### config.mk
export PLATFORM = sky130hd
export DESIGN_NAME = prga_controller
export DESIGN_NICKNAME = d
export VERILOG_FILES = /design/src/rtl/rc4_pkg.sv /design/src/rtl/rd_wait_timer.sv /design/src/rtl/prga_controller.sv
export SDC_FILE = /design/constraint.sdc
export NUM_CORES = 1
export LEC_CHECK = 0
export ABC_AREA = 1
export BUFFER_PORTS_ARGS = -buffer_cell sky130_fd_sc_hd__buf_2
export CORE_AREA = 2 2 39 41
export CTS_BUF_LIST = sky130_fd_sc_hd__clkbuf_4
export DETAILED_ROUTE_END_ITERATION = 10
export DIE_AREA = 0 0 41 43
export SYNTH_ARGS = -nofsm -noshare
export SYNTH_HDL_FRONTEND = slang
export SYNTH_HIERARCHICAL = 1
export SYNTH_SLANG_ARGS = --single-unit
### constraint.sdc
create_clock -name clk -period 1.57 [get_ports clk]
set_input_delay 0.157 -clock clk [delete_from_list [all_inputs] [get_ports clk]]
set_output_delay 0.157 -clock clk [all_outputs]
set_load 0.05 [all_outputs]
### src/rtl/rc4_pkg.sv
// Shared types and constants for the RC4 controllers (KSA and PRGA phases).
// Latency: n/a (declarations only).
// Backpressure: n/a.
package rc4_pkg;

    // PRGA controller states; one state per datapath micro-operation
    typedef enum logic [3:0] {
        ST_IDLE   = 4'd0,
        ST_CLR    = 4'd1,
        ST_INC_I  = 4'd2,
        ST_RD_SI  = 4'd3,
        ST_ST_SI  = 4'd4,
        ST_RD_SJ  = 4'd5,
        ST_ST_SJ  = 4'd6,
        ST_WR_SI  = 4'd7,
        ST_WR_SJ  = 4'd8,
        ST_RD_F   = 4'd9,
        ST_ST_F   = 4'd10,
        ST_WR_DEC = 4'd11,
        ST_INC_K  = 4'd12,
        ST_CHECK  = 4'd13,
        ST_DONE   = 4'd14
    } prga_state_t;

    // S memory address mux selects
    localparam logic [1:0] SEL_ADDR_I   = 2'b00;
    localparam logic [1:0] SEL_ADDR_J   = 2'b01;
    localparam logic [1:0] SEL_ADDR_SUM = 2'b10;

    // S memory write data mux selects
    localparam logic SEL_DATA_SI = 1'b0;
    localparam logic SEL_DATA_SJ = 1'b1;

    // Message length in bytes
    localparam int MSG_LEN = 32;

endpackage

### src/rtl/rd_wait_timer.sv
// Read-wait timer: counts the cycles a read address has been held in a wait state.
// Latency: expired rises in the RD_WAIT-th consecutive cycle of active.
// Backpressure: none; active is a level from the owning FSM, counter clears when it drops.
module rd_wait_timer #(
    parameter int RD_WAIT = 1
) (
    input  logic clk,
    input  logic rst,
    input  logic active,
    output logic expired
);

    localparam int CW = ($clog2(RD_WAIT) < 1) ? 1 : $clog2(RD_WAIT);
    localparam logic [CW-1:0] LAST = CW'(RD_WAIT - 1);

    logic [CW-1:0] cnt;

    // Terminal count reached while the FSM is still waiting
    assign expired = active && (cnt == LAST);

    // Count while waiting; zero at entry and cleared on the exit cycle so it never passes LAST
    always_ff @(posedge clk or posedge rst) begin
        if (rst) begin
            cnt <= '0;
        end else if (active && !expired) begin
            cnt <= cnt + 1'b1;
        end else begin
            cnt <= '0;
        end
    end

endmodule

### src/rtl/prga_controller.sv
// RC4 PRGA sequencer: drives datapath enables/selects over MSG_LEN bytes, k5 ends the loop.
// Latency: start->done = 1 + MSG_LEN*(12+3*(RD_WAIT-1)) + 1 cycles; outputs Moore-decoded.
// Backpressure: start honoured only while rdy; PRGA_ABORT_EN adds abort/aborted (stop at next CHECK).
module prga_controller
    import rc4_pkg::*;
#(
    parameter int RD_WAIT = 1
) (
    input  logic       clk,
    input  logic       rst,
    input  logic       start,
    input  logic       k5,
`ifdef PRGA_ABORT_EN
    input  logic       abort,
    output logic       aborted,
`endif
    output logic       rdy,
    output logic       done,
    output logic       dp_clr,
    output logic [1:0] sel_addr_s_mem,
    output logic       sel_data_s_mem,
    output logic       inc_i,
    output logic       store_j,
    output logic       store_s_i,
    output logic       store_s_j,
    output logic       store_f,
    output logic       inc_k,
    output logic       store_enc_k,
    output logic       s_wren,
    output logic       dec_wren
);

    prga_state_t state, state_nxt;
    logic        in_wait;
    logic        rd_expired;
    logic        abort_take;

    assign in_wait = (state == ST_RD_SI) || (state == ST_RD_SJ) || (state == ST_RD_F);

    rd_wait_timer #(.RD_WAIT(RD_WAIT)) u_rd_wait (
        .clk     (clk),
        .rst     (rst),
        .active  (in_wait),
        .expired (rd_expired)
    );

`ifdef PRGA_ABORT_EN
    logic abort_q;

    // Sticky abort request: armed only while running, re-armed clean on every new run
    always_ff @(posedge clk or posedge rst) begin
        if (rst) begin
            abort_q <= 1'b0;
        end else if (state == ST_IDLE) begin
            if (start) abort_q <= 1'b0;
        end else if (abort) begin
            abort_q <= 1'b1;
        end
    end

    assign abort_take = abort_q;
    assign aborted    = (state == ST_CHECK) && abort_q;
`else
    assign abort_take = 1'b0;
`endif

    // State register
    always_ff @(posedge clk or posedge rst) begin
        if (rst) state <= ST_IDLE;
        else     state <= state_nxt;
    end

    // Next-state: fixed micro-op order; read states hold until the wait timer expires
    always_comb begin
        state_nxt = state;
        unique case (state)
            ST_IDLE:   if (start) state_nxt = ST_CLR;
            ST_CLR:    state_nxt = ST_INC_I;
            ST_INC_I:  state_nxt = ST_RD_SI;
            ST_RD_SI:  if (rd_expired) state_nxt = ST_ST_SI;
            ST_ST_SI:  state_nxt = ST_RD_SJ;
            ST_RD_SJ:  if (rd_expired) state_nxt = ST_ST_SJ;
            ST_ST_SJ:  state_nxt = ST_WR_SI;
            ST_WR_SI:  state_nxt = ST_WR_SJ;
            ST_WR_SJ:  state_nxt = ST_RD_F;
            ST_RD_F:   if (rd_expired) state_nxt = ST_ST_F;
            ST_ST_F:   state_nxt = ST_WR_DEC;
            ST_WR_DEC: state_nxt = ST_INC_K;
            ST_INC_K:  state_nxt = ST_CHECK;
            // k updates the cycle after INC_K, so k5 is only trustworthy here
            ST_CHECK:  begin
                if (abort_take)  state_nxt = ST_IDLE;
                else if (k5)     state_nxt = ST_DONE;
                else             state_nxt = ST_INC_I;
            end
            ST_DONE:   state_nxt = ST_IDLE;
            default:   state_nxt = ST_IDLE;
        endcase
    end

    // Moore output decode; i==j swap needs no special case since the S[j] write lands last
    always_comb begin
        rdy            = 1'b0;
        done           = 1'b0;
        dp_clr         = 1'b0;
        sel_addr_s_mem = SEL_ADDR_I;
        sel_data_s_mem = SEL_DATA_SI;
        inc_i          = 1'b0;
        store_j        = 1'b0;
        store_s_i      = 1'b0;
        store_s_j      = 1'b0;
        store_f        = 1'b0;
        inc_k          = 1'b0;
        store_enc_k    = 1'b0;
        s_wren         = 1'b0;
        dec_wren       = 1'b0;
        unique case (state)
            ST_IDLE:   rdy = 1'b1;
            ST_CLR:    dp_clr = 1'b1;
            ST_INC_I:  inc_i = 1'b1;
            ST_RD_SI:  sel_addr_s_mem = SEL_ADDR_I;
            ST_ST_SI:  begin
                sel_addr_s_mem = SEL_ADDR_I;
                store_s_i      = 1'b1;
                store_j        = 1'b1;
            end
            ST_RD_SJ:  sel_addr_s_mem = SEL_ADDR_J;
            ST_ST_SJ:  begin
                sel_addr_s_mem = SEL_ADDR_J;
                store_s_j      = 1'b1;
            end
            ST_WR_SI:  begin
                sel_addr_s_mem = SEL_ADDR_I;
                sel_data_s_mem = SEL_DATA_SJ;
                s_wren         = 1'b1;
            end
            ST_WR_SJ:  begin
                sel_addr_s_mem = SEL_ADDR_J;
                sel_data_s_mem = SEL_DATA_SI;
                s_wren         = 1'b1;
            end
            ST_RD_F:   sel_addr_s_mem = SEL_ADDR_SUM;
            ST_ST_F:   begin
                sel_addr_s_mem = SEL_ADDR_SUM;
                store_f        = 1'b1;
                store_enc_k    = 1'b1;
            end
            ST_WR_DEC: dec_wren = 1'b1;
            ST_INC_K:  inc_k = 1'b1;
            ST_CHECK:  ;
            ST_DONE:   done = 1'b1;
            default:   ;
        endcase
    end

endmodule

# == Word-level counts from Yosys, hierarchy flattened ==
# Index checks and enable logic that the tools add are counted.
# totals
reg_bits,5
in_bits,4
output_inout_bits,15
elab_cells,51
# classes
add_sub_neg,1
n_eq_ne,18
n_mux,19
bitwise_logic,1
reduce_logical,10
# ops
cell,count
one-hot mux 4 bit (14 select lines),1
== test 4 bit (second input constant),7
two-way mux 4 bit,5
== test 4 x 3 -> 1 bit (second input constant),4
two-way mux 1 bit,12
== test 4 x 2 -> 1 bit (second input constant),2
inequality test 2 x 1 -> 1 bit (second input constant),3
== test 4 x 1 -> 1 bit (second input constant),1
logical NOT 4 bit,1
one-hot mux 2 bit (2 select lines),1
AND reduction 4 bit,1
OR reduction 2 bit,2
OR reduction 3 bit,1
logical AND 1 bit,2
logical OR 1 bit,2
inequality test 2 bit (second input constant),1
adder 1 bit (second input constant),1
logical NOT 1 bit,1
inverter 1 bit,1

# == Depth between registers and ports, before layout ==
# Gate-level depths: netlist of the first run.
# logic_depth
ltp_word,7
depth_mapped,12
depth_no_buf,12

# == Hierarchy ==
# The synthesis of the first run kept the hierarchy.
# modules_own_cells
module,instances,cells_per_inst,area_each_um2,seq_area_each_um2
prga_controller,1,74,407.9,100.1
rd_wait_timer,1,5,42.5,25.0

# == Worst setup path after synthesis of the first run ==
# No wires, ideal clock.
# synth_timing
kind,register -> output
startpoint,reg state[2]
endpoint,out sel_addr_s_mem[0]
arrival_ns,1.737
setup_slack_ns,-0.324
path_stages_with_launch,5
path_buffers,0
path_cell_list,dfrtp_1 > inv_1 > nor2_2 > nand2_1 > o21ai_0
# synth_between
elab_chain_cells,3
word_cells_on_any_way,8
classes_between,eq/ne: 5; mux: 1; reduce/logical: 2
# synth_lines
item,line_no,rtl
start: declaration,prga_controller.sv:33,"prga_state_t state, state_nxt;"
start signal: assignment,prga_controller.sv:70,else state <= state_nxt;
== test 4 x 3 -> 1 bit or == test 4 bit (tied branches),prga_controller.sv:117,unique case (state)
OR reduction 3 bit (no line) or OR reduction 2 bit (tied branches),-,
one-hot mux 2 bit (2 select lines) *,prga_controller.sv:117,
end: declaration,prga_controller.sv:20,"output logic [1:0] sel_addr_s_mem,"
# Mark *: on every way between the ends. The rest lies on a longest branch, timed or not.

# == Worst setup path in the final report of the first run ==
# layout_timing
startpoint,reg state[3]
endpoint,out dp_clr
# layout_between
elab_chain_cells,2
# layout_lines
item,line_no,rtl
== test 4 x 1 -> 1 bit,prga_controller.sv:117,
two-way mux 1 bit,prga_controller.sv:117,
end: declaration,prga_controller.sv:19,"output logic dp_clr,"
# Every way passes these cells.

==> results_dict.tcl, run 1 <==
set metrics [dict create \
    status "finished, final reports clean" \
    synth_area_leaders "dfrtp_1 28%, nand2_1 19%, inv_1 12%" \
    crit_buf_inv 3 \
    crit_end "dp_clr" \
    worstPathArrival_ns 1.34 \
    cts_buffers 3 \
    critPathLaunchType "flip-flop" \
    period_needed_ns 1.50 \
    setup_violations 0 \
    finalCritPeriodShare_pct 95.6 \
    cts_sinks 5 \
    syn-instance-count 79 \
    ir_drop_mv 0.774 \
    post_synth_instance_area_sq_um 450 \
    layout_setup_ws_ns 0.0687 \
    route.detailed.drc 0 \
    powerDensity_mw_per_mm2 2430 \
    yosysMostFrequentCell "nand2_1" \
    clk_latency_ns 0.24 \
    synth.net_count 83 \
    leakagePower_nw 0.426 \
    layout-drive-gt1-share_pct 47.1 \
    cp_max_fo 4 \
    fmax_ghz 0.666 \
    yosys.area.top_type "dfrtp_1" \
    layout.nets 109 \
    grt_pass1_wl_mm 1.57 \
    antennaDiodeCount 0 \
    dpl.hpwl_um 862 \
    clock_skew_ns 0.00521 \
    clk_pin_slew_ns 0.04 \
    cap_violations 0 \
    placementRows 14 \
    slew_violations 0 \
    drt_iter0_markers 7 \
    holdCritPathClass "input pin to asynchronous set/reset pin" \
    cp_cell_sequence "nor2_2 -> buf_4 -> inv_1 -> nor2_1 -> clkbuf_4" \
    ys.warnings.count 6 \
    synth-async-reset-ratio_pct 100 \
    rr_startpoint "state[3]" \
    cts_tree "built" \
    root_buffer "clkbuf_4" \
    first_global_vias 379 \
    synth_area_per_cell_sq_um 5.70 \
    synth_edf_count 0 \
    area_growth_pct 51.7 \
    synth_top_area_share_pct 27.8 \
    crit_slowest_cell "dfrtp_1" \
    dp.cells 115 \
    crit_start "state[3]" \
    synth.distinct_cells 15 \
    chipWidth_um 41 \
    port_buffers 18 \
    core_area_sq_mm 0.00138 \
    routed_via_density 4.26 \
    routedWlPerCell_um 9.18 \
    grt_usage_pct 13.3 \
    crit_type "flip-flop to output pin" \
    ys.flop_type "dfrtp_1" \
    cp_top_family "buffers and inverters" \
    r2r_end "state[2]" \
    yosys-top-cells-count "23 x nand2_1, 14 x inv_1, 10 x nor2_1, 7 x nor2_2" \
    htree_levels 1 \
    via_count 511 \
    gp_congestion 0.852 \
    routed_wl_mm 1.10 \
    antenna_found_initial 0 \
    grt_max_degree 7 \
    pre_cts_slack_ns 0.126 \
    start_util_pct 32.5 \
    reg2reg_depth 12 \
    cp.required_ns 1.41 \
    rsz0062_at_grt "yes" \
    cp_num_cells 5 \
    grt-ovfl-total 0 \
    synth_seq_area_share_pct 27.8 \
    yosys_register_bits 5 \
    instances_no_fill 120 \
    dieArea_sq_mm 0.00176 \
    die_y_um 43 \
    drtPass1Iterations 4 \
    end_kind "output pin" \
    ant_nets 0 \
    critPathMaxStageDelay_ns 0.41 \
    r2r_slack_ns 0.13 \
    clockBufferDepth 2 \
    ios 19 \
    hold_viol_final 0 \
]
kinds of logic after synthesis:
family | count (synthesis) | share of synthesized area, %
buf+inv | 22 | 20.3
compound gates | 5 | 6.39
other cells | 1 | 0.833
flops | 5 | 27.8
simple gates | 46 | 44.7
cells in the final DEF, fill, tap and decap left out:
cell type,netlist,layout
dlygate4sd3_1,0,1
nor2_2,7,8
dfrtp_2,0,2
o21ai_2,0,1
inv_1,14,13
dfrtp_1,5,3
buf_6,0,3
inv_2,5,6
a21oi_2,1,1
nor2_1,10,7
clkinv_2,1,1
clkbuf_4,0,6
buf_2,0,7
nand3_2,0,1
nand2_2,1,1
nand2_1,23,23
nand3_1,4,3
nand3b_1,1,1
o21ai_0,3,2
nor2_4,0,2
buf_4,2,10
conb_1,1,1
o21ai_1,1,1
power breakdown:
part	switching, W	total (W)	internal [W]
combinational	0.000846	0.00123	0.000387
sequential	0.0000783	0.000265	0.000186
clock	0.0000494	0.000163	0.000113
total	0.000974	0.00166	0.000687
state kept, by name (all words and copies together) (netlist names):
signal	flops
state	4
u_rd_wait/cnt	1
metrics by stage:
step,hold WS (ns),utilization (%),area (sq um),total power (W),setup TNS [ns]
6_report,0.307,49.4,683,0.00166,0
5_1_grt,0.303,49.4,683,0.00179,-0.0550
4_1_cts,0.297,45.2,626,0.00154,0
3_5_place_dp,0.00467,42.3,586,0.00136,0
3_3_place_gp,0.00199,42.3,586,0.00137,0
2_1_floorplan,-0.114,-,460,0.00111,0
repair_timing:
action | in CTS | in global routing
buffers inserted | 0 | 0
gates resized for setup | 0 | 30
setup endpoints to repair | 0 | 13
endpoints found under the hold margin | 5 | 0
hold buffers | 1 | 0
how the worst min path moves through the flow:
stage | start | depth (start not counted) | to
global route | rst | 3 | u_rd_wait/cnt
finish | rst | 3 | u_rd_wait/cnt
CTS | rst | 3 | u_rd_wait/cnt
global placement | rst | 2 | u_rd_wait/cnt
detailed placement | rst | 2 | u_rd_wait/cnt
floorplan | rst | 1 | u_rd_wait/cnt
final cells by class:
class / count / area [sq um]
Clock buffer: 4 / 30.0
Fill cell: 149 / 701
Inverter: 20 / 76.3
Multi-Input combinational cell: 52 / 260
Sequential cell: 5 / 128
Tap cell: 16 / 20.0
Timing Repair Buffer: 23 / 169
worst min-delay path: stages:
cell	delay, ns
dlygate4sd3_1	0.53
buf_2	0.12
inv_1	0.05
layer usage:
layer / up-vias / global-route usage, % / routed length (um)
met1: 219 / 19.3 / 490
met2: 14 / 17.2 / 536
met4: 0 / 6.00 / 13
met5: - / 0 / 0
li1: 276 / - / -
met3: 2 / 4.71 / 61
(Power assumes the default switching activity.)
==> run 2, diff against run 1 <==
--- a/config.mk
+++ b/config.mk
@@ -5,12 +5,12 @@
 export SDC_FILE = /design/constraint.sdc
 export NUM_CORES = 1
 export LEC_CHECK = 0
-export ABC_AREA = 1
 export BUFFER_PORTS_ARGS = -buffer_cell sky130_fd_sc_hd__buf_2
 export CORE_AREA = 2 2 39 41
 export CTS_BUF_LIST = sky130_fd_sc_hd__clkbuf_4
 export DETAILED_ROUTE_END_ITERATION = 10
 export DIE_AREA = 0 0 41 43
+export MAX_ROUTING_LAYER = met4
 export SYNTH_ARGS = -nofsm -noshare
 export SYNTH_HDL_FRONTEND = slang
 export SYNTH_HIERARCHICAL = 1
==> run 2 against run 1 <==
Compared with the run above:
- the flow now finishes with violations (setup timing)
- sequential share of layout area fell by 3.9 points
- global-route usage rose by 3.6 points
- synthesized cell count decreased by 19%
- first-iteration DRC count up 86%
- register-to-register slack worse by 0.10 ns
- core utilization up 13 points
- wire length rose by 23%
- final cell count is 12% lower
- die area is the same
- hold slack worse by 0.0053 ns
- non-clock buffer count grew 6
- fmax shrank 4.8%
- highest routed layer unchanged
==> results_dict.tcl, run 2 <==
set metrics [dict create \
    synth_top_area_share_pct 27.3 \
    syn-instance-count 64 \
    antennaDiodeCount 0 \
    ys.warnings.count 6 \
    layout.nets 95 \
    synth.distinct_cells 30 \
    ant_nets 0 \
    yosysMostFrequentCell "nor2_1" \
    dpl_cell_area_sq_um 632 \
    cp.required_ns 1.41 \
    core_area_sq_mm 0.00138 \
    synth.net_count 68 \
    grt_usage_pct 16.9 \
    dieArea_sq_mm 0.00176 \
    cts_tree "built" \
    antenna_found_initial 0 \
    grt_max_degree 14 \
    clk_latency_ns 0.24 \
    layout_commonest_cell "buf_6" \
    via_count 541 \
    fmax_ghz 0.634 \
    ios 19 \
    synth-async-reset-ratio_pct 100 \
    post-route-cell-area_sq_um 863 \
    finalCritPeriodShare_pct 100 \
    routedWlPerCell_um 12.7 \
    yosys_register_bits 5 \
    layout_setup_ws_ns -0.00726 \
    drtPass1Iterations 4 \
    critPathLaunchType "flip-flop" \
    violations "setup timing" \
    post_synth_instance_area_sq_um 458 \
    port_buffers 18 \
    root_buffer "clkbuf_4" \
    crit_start "state[1]" \
    gp_congestion 0.722 \
    routed_wl_mm 1.35 \
    tightest_slew_ns 0.490 \
    yosys-top-cells-count "8 x nor2_1, 6 x nand2_1, 6 x nor3_1, 5 x dfrtp_1, 5 x inv_1" \
    synth_seq_area_share_pct 27.3 \
    setup_violations 2 \
    clock_skew_ns 0.000952 \
    grt-ovfl-total 0 \
    grt_pass1_wl_mm 2.01 \
    rsz0062_at_grt "yes" \
    clk_pin_slew_ns 0.04 \
    drt_iter0_markers 13 \
    synth_area_per_cell_sq_um 7.16 \
    rr_startpoint "state[1]" \
    synth_edf_count 0 \
    cts_buffers 3 \
    dpl.hpwl_um 859 \
    yosys.area.top_type "dfrtp_1" \
    slew_violations 0 \
    synth_area_leaders "dfrtp_1 27%, nor3_1 6.6%, nor2_1 6.6%" \
    start_util_pct 33.1 \
    max_slew_margin_pct 66.5 \
    regMostFlops "state" \
    htree_levels 1 \
    die_y_um 43 \
    area_growth_pct 88.5 \
    layout-drive-gt1-share_pct 64.4 \
    cts_sinks 5 \
    ys.flop_type "dfrtp_1" \
    cap_violations 0 \
    holdCritPathClass "input pin to asynchronous set/reset pin" \
    layout_common_cells "11 x buf_6, 8 x clkbuf_4, 6 x buf_4" \
    hold_viol_final 0 \
    cp_max_fo 13 \
    period_needed_ns 1.58 \
    status "finished, violations left" \
    top_regs "state: 4 flops, u_rd_wait/cnt: 1 flops" \
    route.detailed.drc 0 \
    routed_via_density 5.10 \
    worstPathArrival_ns 1.42 \
    clockBufferDepth 2 \
    largest_reg_flops 4 \
    end_kind "output pin" \
    chipWidth_um 41 \
    placementRows 14 \
    first_global_vias 477 \
    crit_type "flip-flop to output pin" \
]
## run 2: cell count changes in the layout (fill, tap and decap cells not counted), sizes merged, moves of 2 or more
cell | previous run | this run
clkbuf | 6 | 8
nor2 | 17 | 8
nand2b | 0 | 2
inv | 19 | 4
nand2 | 24 | 6
nor3 | 0 | 6
buf | 20 | 24
nand3 | 4 | 1
nor2b | 0 | 2
## run 2: repair_timing
action                                  CTS  global route
pin swaps                                 2             4
endpoints found under the setup margin    9            17
buffers inserted                          2             2
hold buffers                              1             0
resized for setup                        18            33
hold endpoints to repair                  5             0
## run 2: worst paths after layout
| path | cells past startpoint | slack [ns] | endpoint |
|---|---|---|---|
| hold / removal | 3 | 0.30 | u_rd_wait/cnt |
| hold reg to reg | 2 | 0.66 | state[1] |
| setup / recovery | 4 | -0.007 | s_wren |
| max in group asynchronous | 3 | 1.04 | state[1] |
| setup reg to reg | 8 | 0.03 | state[2] |
| min in group clk | 3 | 0.33 | state[0] |
## run 2: worst max-delay path, cell delays in order (launching register included)
cell and delay (ns):
dfrtp_2 0.44, buf_8 0.16, or2_4 0.26, o21ai_2 0.15, buf_6 0.17
## run 2: routing by layer
metal	track usage (%)	vias to the layer above	share of wire, %
li1	-	269	-
met1	19.7	251	39
met2	28.4	19	56
met3	1.57	2	3.7
met4	6.00	0	1.4
met5	-	-	0
## run 2: cell families after synthesis
family | synth area share (%)
other cells | 0.819
simple gates | 29.5
xor+xnor | 3.83
mux | 2.19
flops | 27.3
buf+inv | 12.3
compound gates | 24.0
## run 2: area by class of cell
cell class | instances | area (sq um)
multi-input combinational | 47 | 394
sequential | 5 | 128
clock buffer | 4 | 30.0
tap | 16 | 20.0
timing repair buffer | 29 | 269
inverter | 5 | 22.5
fill | 117 | 520
## run 2: metrics by stage
stage               hold WS (ns)  setup WS, ns  util [%]  std cells  setup TNS, ns
finish                     0.302      -0.00726      62.4        106       -0.00885
global route               0.292        -0.103      62.4        106         -0.523
CTS                        0.290       -0.0242      53.4        104        -0.0498
detailed placement       0.00468       -0.0222      45.7         97        -0.0222
global placement         0.00222      -0.00650      45.7         97       -0.00650
floorplan                 -0.114        -0.345         -         64         -0.894
Power of run 2 is not shown: default switching activity piles up to over one toggle a cycle in this logic, so the estimate is an artifact.
